File: config.mk
export PLATFORM = sky130hd
export DESIGN_NAME = pwm_capture
export DESIGN_NICKNAME = d
export VERILOG_FILES = /design/src/rtl/pwm_capture.sv
export SDC_FILE = /design/constraint.sdc
export NUM_CORES = 1
export LEC_CHECK = 0
export BUFFER_PORTS_ARGS = -buffer_cell sky130_fd_sc_hd__buf_4
export CAP_MARGIN = 20
export CORE_MARGIN = 2
export CORE_UTILIZATION = 25
export DETAILED_ROUTE_END_ITERATION = 10
export SLEW_MARGIN = 20
export SYNTH_ARGS = -nofsm -noshare
export SYNTH_HDL_FRONTEND = slang
export SYNTH_SLANG_ARGS = --single-unit
File: constraint.sdc
create_clock -name clock -period 2.2 [get_ports clock]
set_clock_uncertainty 0.15 [all_clocks]
set_input_delay 0.44 -clock clock [delete_from_list [all_inputs] [get_ports clock]]
set_output_delay 0.44 -clock clock [all_outputs]
set_load 0.01 [all_outputs]
File: src/rtl/pwm_capture.sv
// pwm_capture: measures high time and rise-to-rise period of io_in; optional sticky overflow under PWM_CAPTURE_OVF_EN.
// Latency: result (io_high/io_period/io_valid) visible the cycle after the rise that terminates a period.
// Backpressure: io_valid/io_ready handshake; a result completing while one is still held overwrites it.
module pwm_capture (
    input  logic       clock,
    input  logic       reset,
    input  logic       io_en,
    input  logic       io_in,
    output logic [7:0] io_high,
    output logic [8:0] io_period,
    output logic       io_valid,
    input  logic       io_ready,
    output logic       io_overflow
);

    typedef enum logic [1:0] {
        IDLE = 2'd0,
        HIGH = 2'd1,
        LOW  = 2'd2
    } state_t;

    state_t      state_q, state_d;
    logic        in_q;
    logic [7:0]  hcnt_q, hcnt_d;
    logic [7:0]  lcnt_q, lcnt_d;
    logic [7:0]  high_q, high_d;
    logic [8:0]  period_q, period_d;
    logic        valid_q, valid_d;
    logic        rise, fall;
    logic        done;
    logic        consume;

    function automatic logic [7:0] sat_inc(input logic [7:0] v);
        return (v == 8'hFF) ? v : v + 8'd1;
    endfunction

    assign rise    = io_in && !in_q;
    assign fall    = !io_in && in_q;
    assign consume = valid_q && io_ready;

    always_comb begin
        state_d = state_q;
        hcnt_d  = hcnt_q;
        lcnt_d  = lcnt_q;
        done    = 1'b0;
        if (!io_en) begin
            state_d = IDLE;
            hcnt_d  = 8'd0;
            lcnt_d  = 8'd0;
        end else begin
            case (state_q)
                IDLE: begin
                    if (rise) begin
                        hcnt_d  = 8'd1;
                        lcnt_d  = 8'd0;
                        state_d = HIGH;
                    end
                end
                HIGH: begin
                    if (io_in) begin
                        hcnt_d = sat_inc(hcnt_q);
                    end else if (fall) begin
                        lcnt_d  = 8'd1;
                        state_d = LOW;
                    end
                end
                LOW: begin
                    if (rise) begin
                        // Terminating rise doubles as the start of the next period.
                        done    = 1'b1;
                        hcnt_d  = 8'd1;
                        lcnt_d  = 8'd0;
                        state_d = HIGH;
                    end else if (!io_in) begin
                        lcnt_d = sat_inc(lcnt_q);
                    end
                end
                default: begin
                    state_d = IDLE;
                    hcnt_d  = 8'd0;
                    lcnt_d  = 8'd0;
                end
            endcase
        end
    end

    always_comb begin
        high_d   = high_q;
        period_d = period_q;
        valid_d  = valid_q;
        if (done) begin
            high_d   = hcnt_q;
            period_d = {1'b0, hcnt_q} + {1'b0, lcnt_q};
            valid_d  = 1'b1;
        end else if (consume) begin
            valid_d = 1'b0;
        end
    end

    always_ff @(posedge clock or negedge reset) begin
        if (!reset) begin
            state_q  <= IDLE;
            in_q     <= 1'b0;
            hcnt_q   <= 8'd0;
            lcnt_q   <= 8'd0;
            high_q   <= 8'd0;
            period_q <= 9'd0;
            valid_q  <= 1'b0;
        end else begin
            state_q  <= state_d;
            in_q     <= io_in;
            hcnt_q   <= hcnt_d;
            lcnt_q   <= lcnt_d;
            high_q   <= high_d;
            period_q <= period_d;
            valid_q  <= valid_d;
        end
    end

`ifdef PWM_CAPTURE_OVF_EN
    logic ovf_q;
    logic overwrite;
    logic sat_hit;

    assign overwrite = done && valid_q && !io_ready;
    assign sat_hit   = (hcnt_d == 8'hFF) || (lcnt_d == 8'hFF);

    always_ff @(posedge clock or negedge reset) begin
        if (!reset) begin
            ovf_q <= 1'b0;
        end else if (overwrite || sat_hit) begin
            ovf_q <= 1'b1;
        end
    end

    assign io_overflow = ovf_q;
`else
    assign io_overflow = 1'b0;
`endif

    assign io_high   = high_q;
    assign io_period = period_q;
    assign io_valid  = valid_q;

endmodule

==> impl_summary.md, run 1 <==
Place
Detailed placement finished with a half-perimeter wire length of about 3800 µm. The count of buffers added on input and output ports is 22. The final weighted congestion of routability-driven global placement is 0.841. Once placement finished, the instance area stood at around 2600 µm².

Pwr
The clock network is responsible for roughly 27% of the overall power. The share of power burned in registers is approximately two fifths. In this run the static leakage power is 1.31 nW.

The cell internal power dissipation is between 1 and 1.5 mW. In this run the power density over the cells is 652 nW/µm². The part of the power in combinational logic is about a third. Summed over all nets, the switching power comes to 0.579 mW. Of the total power, the share spent switching nets is 31.8%. The worst-case IR drop observed on VDD is roughly 270 µV.

Yosys
After synthesis, the share of flip-flops with an asynchronous set or reset is 100%. The number of enable flip-flop cells after synthesis is 0. For this run, the register share of the synthesized area comes to 42.0%.

The number of distinct library cell variants in the gate-level netlist after synthesis is 49. The count of yosys warnings during synthesis is 0. Synthesis produced 236 cells.

Summing every instance area after synthesis gives 2210 µm². The post-synth net total is 256. The mean area per synthesized cell is 9.35 µm². The most used flip-flop cell after synthesis is dfrtp_1. The synthesis-stage register bit count is 37.

CTS
The number of CTS-inserted buffers is 5. The H-tree depth is 2. The clock-pin slew of the registers on the worst-case setup and hold paths is around 70 ps. The clock net in this run drives a total of 37 sinks.

The insertion delay of the later-clocked pin in the worst-skew pair is 280 ps. TritonCTS built the clock tree. Clock tree synthesis selected as its root buffer the cell clkbuf_8. The maximum root-to-sink buffer count is 2.

Critical path
The critical path startpoint category is a flop. The type of the worst setup path is reg2reg. Along the worst path, the maximum fanout reaches 4. The critical path arrival is about 2200 ps.

The endpoint required time on the critical path is 2230 ps. The worst setup path is captured at a flop.

GRT
The first-pass GRT wire length is about 8700 µm. The total global routing track utilization is between 10% and 20%. The global-route congestion overflow total is 0.

The number of global-route vias before repair is 1805. Entering global routing, the biggest net connects 38 pins. The number of antenna violations at the first check in global routing is 0.

STA
Derived from the worst setup path, the maximum achievable clock frequency is about 0.47 GHz. The final period demand of the worst path is about 2100 ps. The total count of hold-check failures in the final report is 0. After layout, the worst path uses a little over nine tenths of the clock period. On the final layout, the worst hold slack is 195 ps. Setup violations remaining at the end of the flow were counted as 0. Setup repair after global routing left no endpoint under its margin. The final number of max-transition violations was 0.

Finish
Registers take 926 µm². The area growth from synthesis to layout is 26.6%. The post-layout instance area is 2790 µm². The area occupied by multi-input gates is 1250 µm². Counting the fill cells in the layout gives about 900. The repair_antennas step left the layout with diodes totalling 0.

The post-route netlist has roughly 28% of its cells at a drive strength greater than 1. The final net count is 302.

Drt
The number of routed nets with antenna violations is 0. The first-pass detailed-route iteration total is 4. The routed wire length is 5170 µm. The via total after detailed routing is 1887.

The first routing iteration left 121 violations. In the final routed layout, each cell accounts on average for 13.2 µm. The average via count per standard cell is 4.84. In the routed design, unresolved DRC markers number 0.

Floorplan
The core region area is 8640 µm². The width of the die is 97.9 µm. In this run the core area contains 34 standard-cell rows. The starting density of the core is between 20% and 30%. The die outline area is 9590 µm². The top-level I/O count is 24. The height of the die is 97.9 µm.

Run status
The flow ran to the end, and the final reports show no timing, DRC or antenna violations.

Min path
The path class of the tightest hold or removal check is in2reg.

Flow run
The max capacitance violation total is 0.
## layer usage
metal	track usage, %	share of wire (%)
met1	15.3	48
met2	17.3	46
met3	2.58	4.3
met4	3.53	1.3
met5	0	0
## registers in the layout, indices dropped and copies added, names as in the netlist
signal	flops
hcnt_q	8
io_period	9
io_valid	1
in_q	1
lcnt_q	8
state_q	2
io_high	8
## area by class of cell
type                       count  area share [%]
multi-input combinational    181            44.7
sequential                    37            33.2
timing repair buffer          48            13.0
tap                          108            4.84
clock buffer                   7            3.09
inverter                       9            1.21
## through the flow
step	util, %	total power, mW	setup WS (ps)	TNS (ps)	instances
5_1_grt	32.3	1.94	0.257	0	390
6_report	32.3	1.82	71.1	0	390
4_1_cts	31.6	1.78	65.4	0	389
2_1_floorplan	-	1.09	16.3	0	236
3_3_place_gp	30.2	1.25	40.7	0	379
3_5_place_dp	30.2	1.26	-40.3	-40.3	379
## worst paths after layout
kind / from / endpoint / slack, ps / depth (start not counted)
max in group asynchronous: reset / io_high[7] / 1060 / 2
setup / recovery: state_q[1] / lcnt_q[5] / 70 / 7
hold / removal: io_ready / io_valid / 200 / 2
min in group asynchronous: reset / io_period[1] / 490 / 2
hold reg to reg: io_period[6] / io_period[6] / 330 / 2
setup reg to reg: state_q[1] / lcnt_q[5] / 70 / 7
## cell usage in the layout, fill, tap and decap left out, types with 5 or more instances in the layout
cell,instances
ha_1,10
nor2_1,18
clkbuf_8,6
o31ai_1,9
mux2_2,7
nand2_1,26
nand2b_1,5
dfrtp_1,37
o21ai_0,28
a21oi_1,5
inv_1,8
buf_4,47
nand3_1,11
## critical path, stage by stage, from the launching register on
cell and delay [ps]:
dfrtp_1 410, buf_4 150, ha_4 160, or3_4 390, o31ai_4 70, o21ai_2 120, or2_4 260, o41ai_2 310
## Yosys cell counts, drive strengths merged (2+ instances only)
cell     n  area [µm²]
a211oi   4        30.0
a21o     4        30.0
a21oi    5        25.0
and2     2        15.0
and3     2        12.5
buf      6        51.3
clkbuf   3        11.3
dfrtp   37         926
ha      14         175
inv      9        33.8
mux2     7        78.8
nand2   26        97.6
nand2b   5        31.3
nand3   12        60.1
nand4    2        12.5
nor2    18        67.6
nor2b    4        25.0
nor3     4        20.0
nor3b    2        15.0
o21a     3        22.5
o21ai   31         159
o31ai   11        87.6
o41ai    2        25.0
or2      2        12.5
or3      2        17.5
or4      3        22.5
xor2     2        17.5
## power groups by stage
stage	sequential [mW]	combinational, mW	clock, mW
CTS	0.753	0.521	0.504
global placement	0.769	0.485	0
finish	0.759	0.572	0.490
global route	0.766	0.640	0.535
detailed placement	0.769	0.496	0
floorplan	0.779	0.313	0
## cells by family (layout without fill, tap and decap cells)
logic type,Yosys count,after routing,synth area share (%)
XOR/XNOR,2,2,0.794
multiplexers,7,7,3.57
adder cells (fa/ha/maj),15,15,8.85
buffers and inverters,18,64,4.37
flip-flops,37,37,42.0
other,1,1,0.170
AO/OA/AOI/OAI,67,67,20.0
AND/OR/NAND/NOR,89,89,20.3
## repair_timing
action,in CTS,in global routing
hold buffers,1,0
pin swaps,0,3
hold endpoints to repair,37,0
setup buffers,2,1
resized for setup,2,14
setup endpoints to repair,2,8
Note: power is estimated with default switching activity, not from simulation.
==> run 2: changes to the inputs <==
- REMOVE_ABC_BUFFERS: default -> 1
- SETUP_SLACK_MARGIN: default -> 0.3
==> run 2 against run 1 <==
Sequential share of layout area is 4.2 points lower. Power is 15% higher. Utilization is 5.0 points higher. Critical path depth stayed put. Setup slack better by 100 ps. Via count is 4.9% higher. Final area is 15% higher. Global-route usage is 0.75 points higher. Count of clock-buffer cells in the layout stayed put.
==> impl_summary.md, run 2 (synthesis results as in run 1) <==
Drt
The pre-antenna-repair detailed-routing pass consisted of 4 iterations. The average via count per standard cell is about 5. The detailed router finished its first iteration with about 110 violations.

For this run, design rule violations remaining after detail routing come to 0. In this run the remaining antenna-violating nets after routing total 0. In the final routed layout, each cell accounts on average for 14.4 µm.

The via total after detailed routing is between 1500 and 2000. Summed over all layers, the routed wires come to 5770 µm.

Floorplan
The total area inside the core boundary comes to ~8600 µm². Once the floorplan was initialized, standard cells occupied 25.5% of the core. Measured along the y axis, the die boundary spans 97.9 µm. The die outline area is ~9600 µm². In this run the core area contains 34 standard-cell rows. The die is 97.9 µm wide. The top-level I/O count is 24.

CTS
The H-tree was split into 2 levels. For the worst-skew pair, the clock arrives at the later sink with an insertion delay of 280 ps. The clock net in this run drives a total of 37 sinks. Clock tree synthesis inserted a total of 5 buffers.

The maximum root-to-sink buffer count is 2. The root buffer cell is clkbuf_8. TritonCTS built the clock tree. The clock-pin slew of the registers on the worst-case setup and hold paths is 80 ps.

STA
The setup slack of the critical path after layout is 171 ps. The worst path in the final design needs a cycle of 2030 ps, including I/O delays and setup. The final number of max-transition violations is 0. The total count of hold-check failures in the final report is 0. Setup repair after global routing could not meet its margin everywhere. The worst path uses 92.2% of the clock period. The setup-violating endpoint count in the final report is 0. Based on the critical path, the design can be clocked at up to 0.493 GHz.

Finish
The number of filler instances in the final layout is 837. Of the cells placed in the final design, the portion with a size suffix greater than 1 is 46.8%. The number of antenna diodes in the final layout is 0. The area of all sequential standard cells is about 930 µm². The area growth from synthesis to layout is 46.0%. For this run, the number of standard cells in the final layout without fillers is 401. The flip-flop count of the largest register after layout is 9. The leading cell type in the layout, fill and taps excluded is buf_4. In the layout the commonest cells are buf_4 (49), dfrtp_1 (33), nand2_1 (23).

The area occupied by multi-input gates is 1570 µm². The final net count is 312. The post-layout instance area is 3220 µm². The fraction of the core area covered by cells at the end of the flow is 37.3%.

GRT
The met1 capacity usage during global routing is 15.8%. The total global routing track utilization is 11.8%. Summed over all layers, the global routing overflow is 0.

Entering global routing, the biggest net connects 38 pins. The first global-routing pass estimated approximately 9300 µm of wire. The number of global-route vias before repair is 1971. For met2 alone, demand over resource in global routing was 18.9%.

met2 is the most crowded layer. For met3 alone, demand over resource in global routing was 2.65%. The number of antenna violations at the first check in global routing is 0.

Critical path
For the worst setup path, the data required time is 2270 ps. In this run the worst path has a maximum fanout of 5. The worst setup path is launched from a flop. The critical path arrival is 2100 ps.

The type of the worst setup path is reg2reg. STA classifies the critical path endpoint as a flop.

Run status
The flow ran to the end, and the final reports show no timing, DRC or antenna violations.

Pwr
The cell area power density is 650 nW/µm². IR analysis of the VDD net gives a maximum drop of 329 µV. The static leakage is about 1.4 nW.

Min path
The class of the most critical hold timing path is in2reg.

Place
The worst-case setup slack after placement is 7.73 ps. The number of placed cells counting well taps is 373. In this run the cell area measured after placement is 2560 µm². The final weighted congestion of routability-driven global placement is 0.855. Port buffering added 22 buffers. The wire-length estimate of the detail-placed layout is between 3000 and 4000 µm.

Flow run
The max capacitance violation total is 0.
-- run 2: cell count changes in the layout (fill, tap and decap cells not counted), moves of 4 or more --
cell	delta
o21ai_0	-10
nand3_1	-4
o21ai_1	+7
ha_1	-7
o31ai_1	-5
buf_6	+6
dfrtp_2	+4
nand3_2	+4
dfrtp_1	-4
ha_4	+8
-- run 2: worst max-delay path: stages, from the launching register on --
cell and delay [ps]:
dfrtp_1 450, inv_2 130, ha_4 170, nand2_2 50
or2_1 220, or3_4 370, or3b_1 360, nand2_1 60
-- run 2: area by class of cell --
class / instances / share of cell area (%)
repair buffers: 57 / 14.0
clock buffers: 7 / 2.99
inverters: 9 / 1.05
clock inverters: 1 / 0.155
well taps: 108 / 4.20
flip-flops and latches: 37 / 28.9
multi-input cells: 182 / 48.7
-- run 2: per-layer routing --
layer	wire length [µm]	up-vias
li1	-	965
met1	2710	957
met2	2760	54
met3	260	4
met4	46	0
met5	0	-
-- run 2: through the flow --
stage               total power, mW  setup TNS, ps  hold slack (ps)
CTS                            1.95              0              181
detailed placement             1.26              0              285
global route                   2.21              0              194
floorplan                      1.05          -29.8            -5.59
finish                         2.09              0              193
global placement               1.25              0              280
-- run 2: report_power, final --
| part | total (mW) | internal [mW] | switching (mW) |
|---|---|---|---|
| registers | 0.768 | 0.723 | 0.0450 |
| logic | 0.793 | 0.390 | 0.403 |
| clock network | 0.532 | 0.284 | 0.248 |
-- run 2: final timing paths --
path | endpoint | startpoint | cells after the start | slack, ps
worst max-delay path | hcnt_q[3] | state_q[1] | 7 | 170
worst min-delay path | io_valid | io_ready | 2 | 190
worst max register to register | hcnt_q[3] | state_q[1] | 7 | 170
worst min register to register | io_period[1] | io_period[1] | 2 | 330
max in group asynchronous | lcnt_q[2] | reset | 2 | 1040
min in group asynchronous | io_valid | reset | 2 | 500
-- run 2: timing repair --
action	4_1_cts	5_1_grt
resized for setup	43	49
hold buffers	1	0
buffers inserted	12	5
pin swaps	15	17
hold endpoints to repair	37	0
endpoints found under the setup margin	26	27
cloned	1	1
==> run 3: changes to the inputs <==
- CORE_UTILIZATION: 25 -> 53
- GPL_TIMING_DRIVEN: default -> 0
- PLACE_DENSITY: default -> 0.76
==> run 3 against run 2 <==
Register-to-register slack lost 40 ps. Critical path depth is the same. Combinational power down 10%. Utilization grew 38 points. Largest cell class unchanged.
==> impl_summary.md, run 3 (synthesis results as in run 1) <==
GRT
In the global route stage, met2 resource usage came out at between 40% and 50%. The number of antenna violations at the first check in global routing is 0. For this run the aggregate overflow at the end of global routing stands at 0. The first-pass GRT wire length is between 8000 and 9000 µm. The met1 capacity usage during global routing is 30.9%.

The maximum number of pins on one net before global-route repair is 38. For this run, global-route usage on met3 was measured as 5.19%. The global routing's busiest layer is met2. The number of global-route vias before repair came to 1807. The total global routing track utilization is 24.6%.

STA
The final critical path takes up 93.9% of the cycle. The setup slack of the critical path after layout is 135 ps. Setup repair after global routing could not meet its margin everywhere. The final number of max-transition violations is 0. Static timing analysis puts the maximum clock frequency at 0.484 GHz. The setup total negative slack is 0 ps. The setup-violating endpoint count in the final report is 0.

The total count of hold-check failures in the final report is 0. For the finished layout, the period the worst path requires is 2070 ps.

CTS
The clock drives 37 sinks. Clock latency on the worst-skew pair, taken at its later pin, is 300 ps. In this run, CTS created clock tree buffers numbering 5. The clock tree synthesis step divided the H-tree into 2 levels. After clock tree synthesis, the clock-pin slew on the worst setup and hold paths is 80 ps.

TritonCTS built the clock tree. The longest clock path from root to sink contains 2 buffers. CTS placed an instance of clkbuf_8 at the clock tree root.

Critical path
The critical path arrival is 2160 ps. For the worst setup path, the data required time is 2290 ps. The destination of the critical timing path is hcnt_q[3].

The critical path startpoint category is a flop. In this run the register-to-register setup slack is between 100 and 150 ps. The worst setup path is captured at a flop. The number of cells on the worst reg-to-reg path is 7.

The critical path is of the reg2reg type. The launching instance or port of the critical path is state_q[0]. In this run the critical register-to-register path is launched from state_q[0]. In this run the critical register-to-register path is captured at hcnt_q[3]. The maximum fanout along the worst path is 4.

Floorplan
The width of the die is 68.5 µm. The die outline area is 4690 µm². The number of placement rows is 23. The starting density of the core is 55.1%. The die is 68.5 µm tall. The core region area is 4000 µm².

The top-level I/O count is 24.

Finish
The multi-input combinational cells in the finished layout cover a total of 1490 µm². The area of all sequential standard cells is just over 900 µm². The net count of the finished layout is 306.

The flip-flop count of the largest register after layout is 9. The library cell used most frequently in the layout, excluding fill and tap cells, is buf_4. Fill cells in the final layout number approximately 270. The final antenna diode count is 0. Leaving out fill and tap cells, the most frequent cells in the layout are buf_4 (47), dfrtp_1 (29), nand2_1 (21). The area growth from synthesis to layout is 36.6%. Of the cells placed in the final design, the portion with a size suffix greater than 1 is 43.6%.

Place
The worst-case setup slack after placement is -252 ps. The congestion estimate from routability-driven global placement came to 0.826. The number of I/O port buffers is 22. Once detailed placement completed, the half-perimeter wirelength came to between 3000 and 4000 µm.

Drt
The number of routed nets with antenna violations is 0. The detailed router finished its first iteration with 154 violations. The average via count per standard cell is 5.87. The via total after detailed routing is 1978. The total DRC errors in the routed layout is 0. The routed wire length is 5720 µm. The final routed wire length divided by cell count is 17.0 µm. The first-pass detailed-route iteration total is 4.

Pwr
The part of the power in combinational logic is 35.4%. Sequential cells burn 39.1% of the power. The switching power share of the total is 34.2%. Power spread over the standard cell area amounts to 666 nW/µm².

The worst supply voltage drop on vdd is 543 µV. The total net switching power is between 0.6 and 0.7 mW. Cell internal power was estimated by the tool at between 1 and 1.5 mW. The clock network burns 25.6% of the power. Summed over all cells, the static leakage comes to between 1 and 1.5 nW.

Flow run
Max-cap violations in this run came to 0.

Run status
The flow ran to the end, and the final reports show no timing, DRC or antenna violations.

Min path
The class of the most critical hold timing path is in2reg.
## run 3: cell count changes in the layout (fill, tap and decap cells not counted), sizes merged
cell and change:
o221a -1, clkbuf -1, nand2 +1, buf -6, clkinv +1
## run 3: power by group through the flow
stage	Sequential, mW	Combinational (mW)	Clock, mW
final	0.784	0.710	0.513
after CTS	0.769	0.560	0.516
after global routing	0.789	0.766	0.549
after detailed placement	0.784	0.387	0
after global placement	0.784	0.384	0
after floorplan	0.779	0.272	0
## run 3: timing repair
item / 4_1_cts / 5_1_grt
buffers inserted: 15 / 13
gates resized for setup: 37 / 48
gates cloned: 0 / 1
hold buffers: 1 / 0
endpoints found under the setup margin: 34 / 21
hold endpoints to repair: 37 / 0
pin swaps: 12 / 16
## run 3: routing by layer
metal / share of wire, % / vias to the layer above
li1: - / 945
met3: 4.4 / 16
met1: 43 / 961
met5: 0 / -
met2: 50 / 56
met4: 2.4 / 0
## run 3: cell type report
type                            instances  share of cell area [%]
Sequential cell                        37                    31.1
Inverter                                9                    1.12
Clock buffer                            6                    2.74
Clock inverter                          2                   0.457
Tap cell                               50                    2.08
Timing Repair Buffer                   51                    13.2
Multi-Input combinational cell        182                    49.4
## run 3: worst min path at each step
stage                       endpoint  slack [ps]  cells past startpoint     start
after floorplan            hcnt_q[0]          -6                      0     reset
after global placement    io_high[3]         280                      1     reset
after detailed placement    io_valid         280                      1     reset
after CTS                       in_q         170                      1     io_in
after global routing            in_q         200                      1     io_in
final                       io_valid         180                      2  io_ready
## run 3: per-stage QoR
| step | util, % | instances | hold WS, ps | cell area [µm²] | total power [mW] |
|---|---|---|---|---|---|
| floorplan | - | 227 | -5.59 | 2140 | 1.05 |
| global placement | 59.3 | 299 | 278 | 2370 | 1.17 |
| detailed placement | 59.3 | 299 | 280 | 2370 | 1.17 |
| CTS | 68.4 | 323 | 171 | 2740 | 1.84 |
| global route | 75.3 | 337 | 200 | 3010 | 2.10 |
| finish | 75.3 | 337 | 184 | 3010 | 2.01 |
## run 3: worst max-delay path: stages, from the launching register on
cell and delay, ps:
dfrtp_1 420, inv_2 80, ha_2 230, nor2_4 130, o21ai_1 120, or3_4 420
or3b_1 380, nand2_1 70
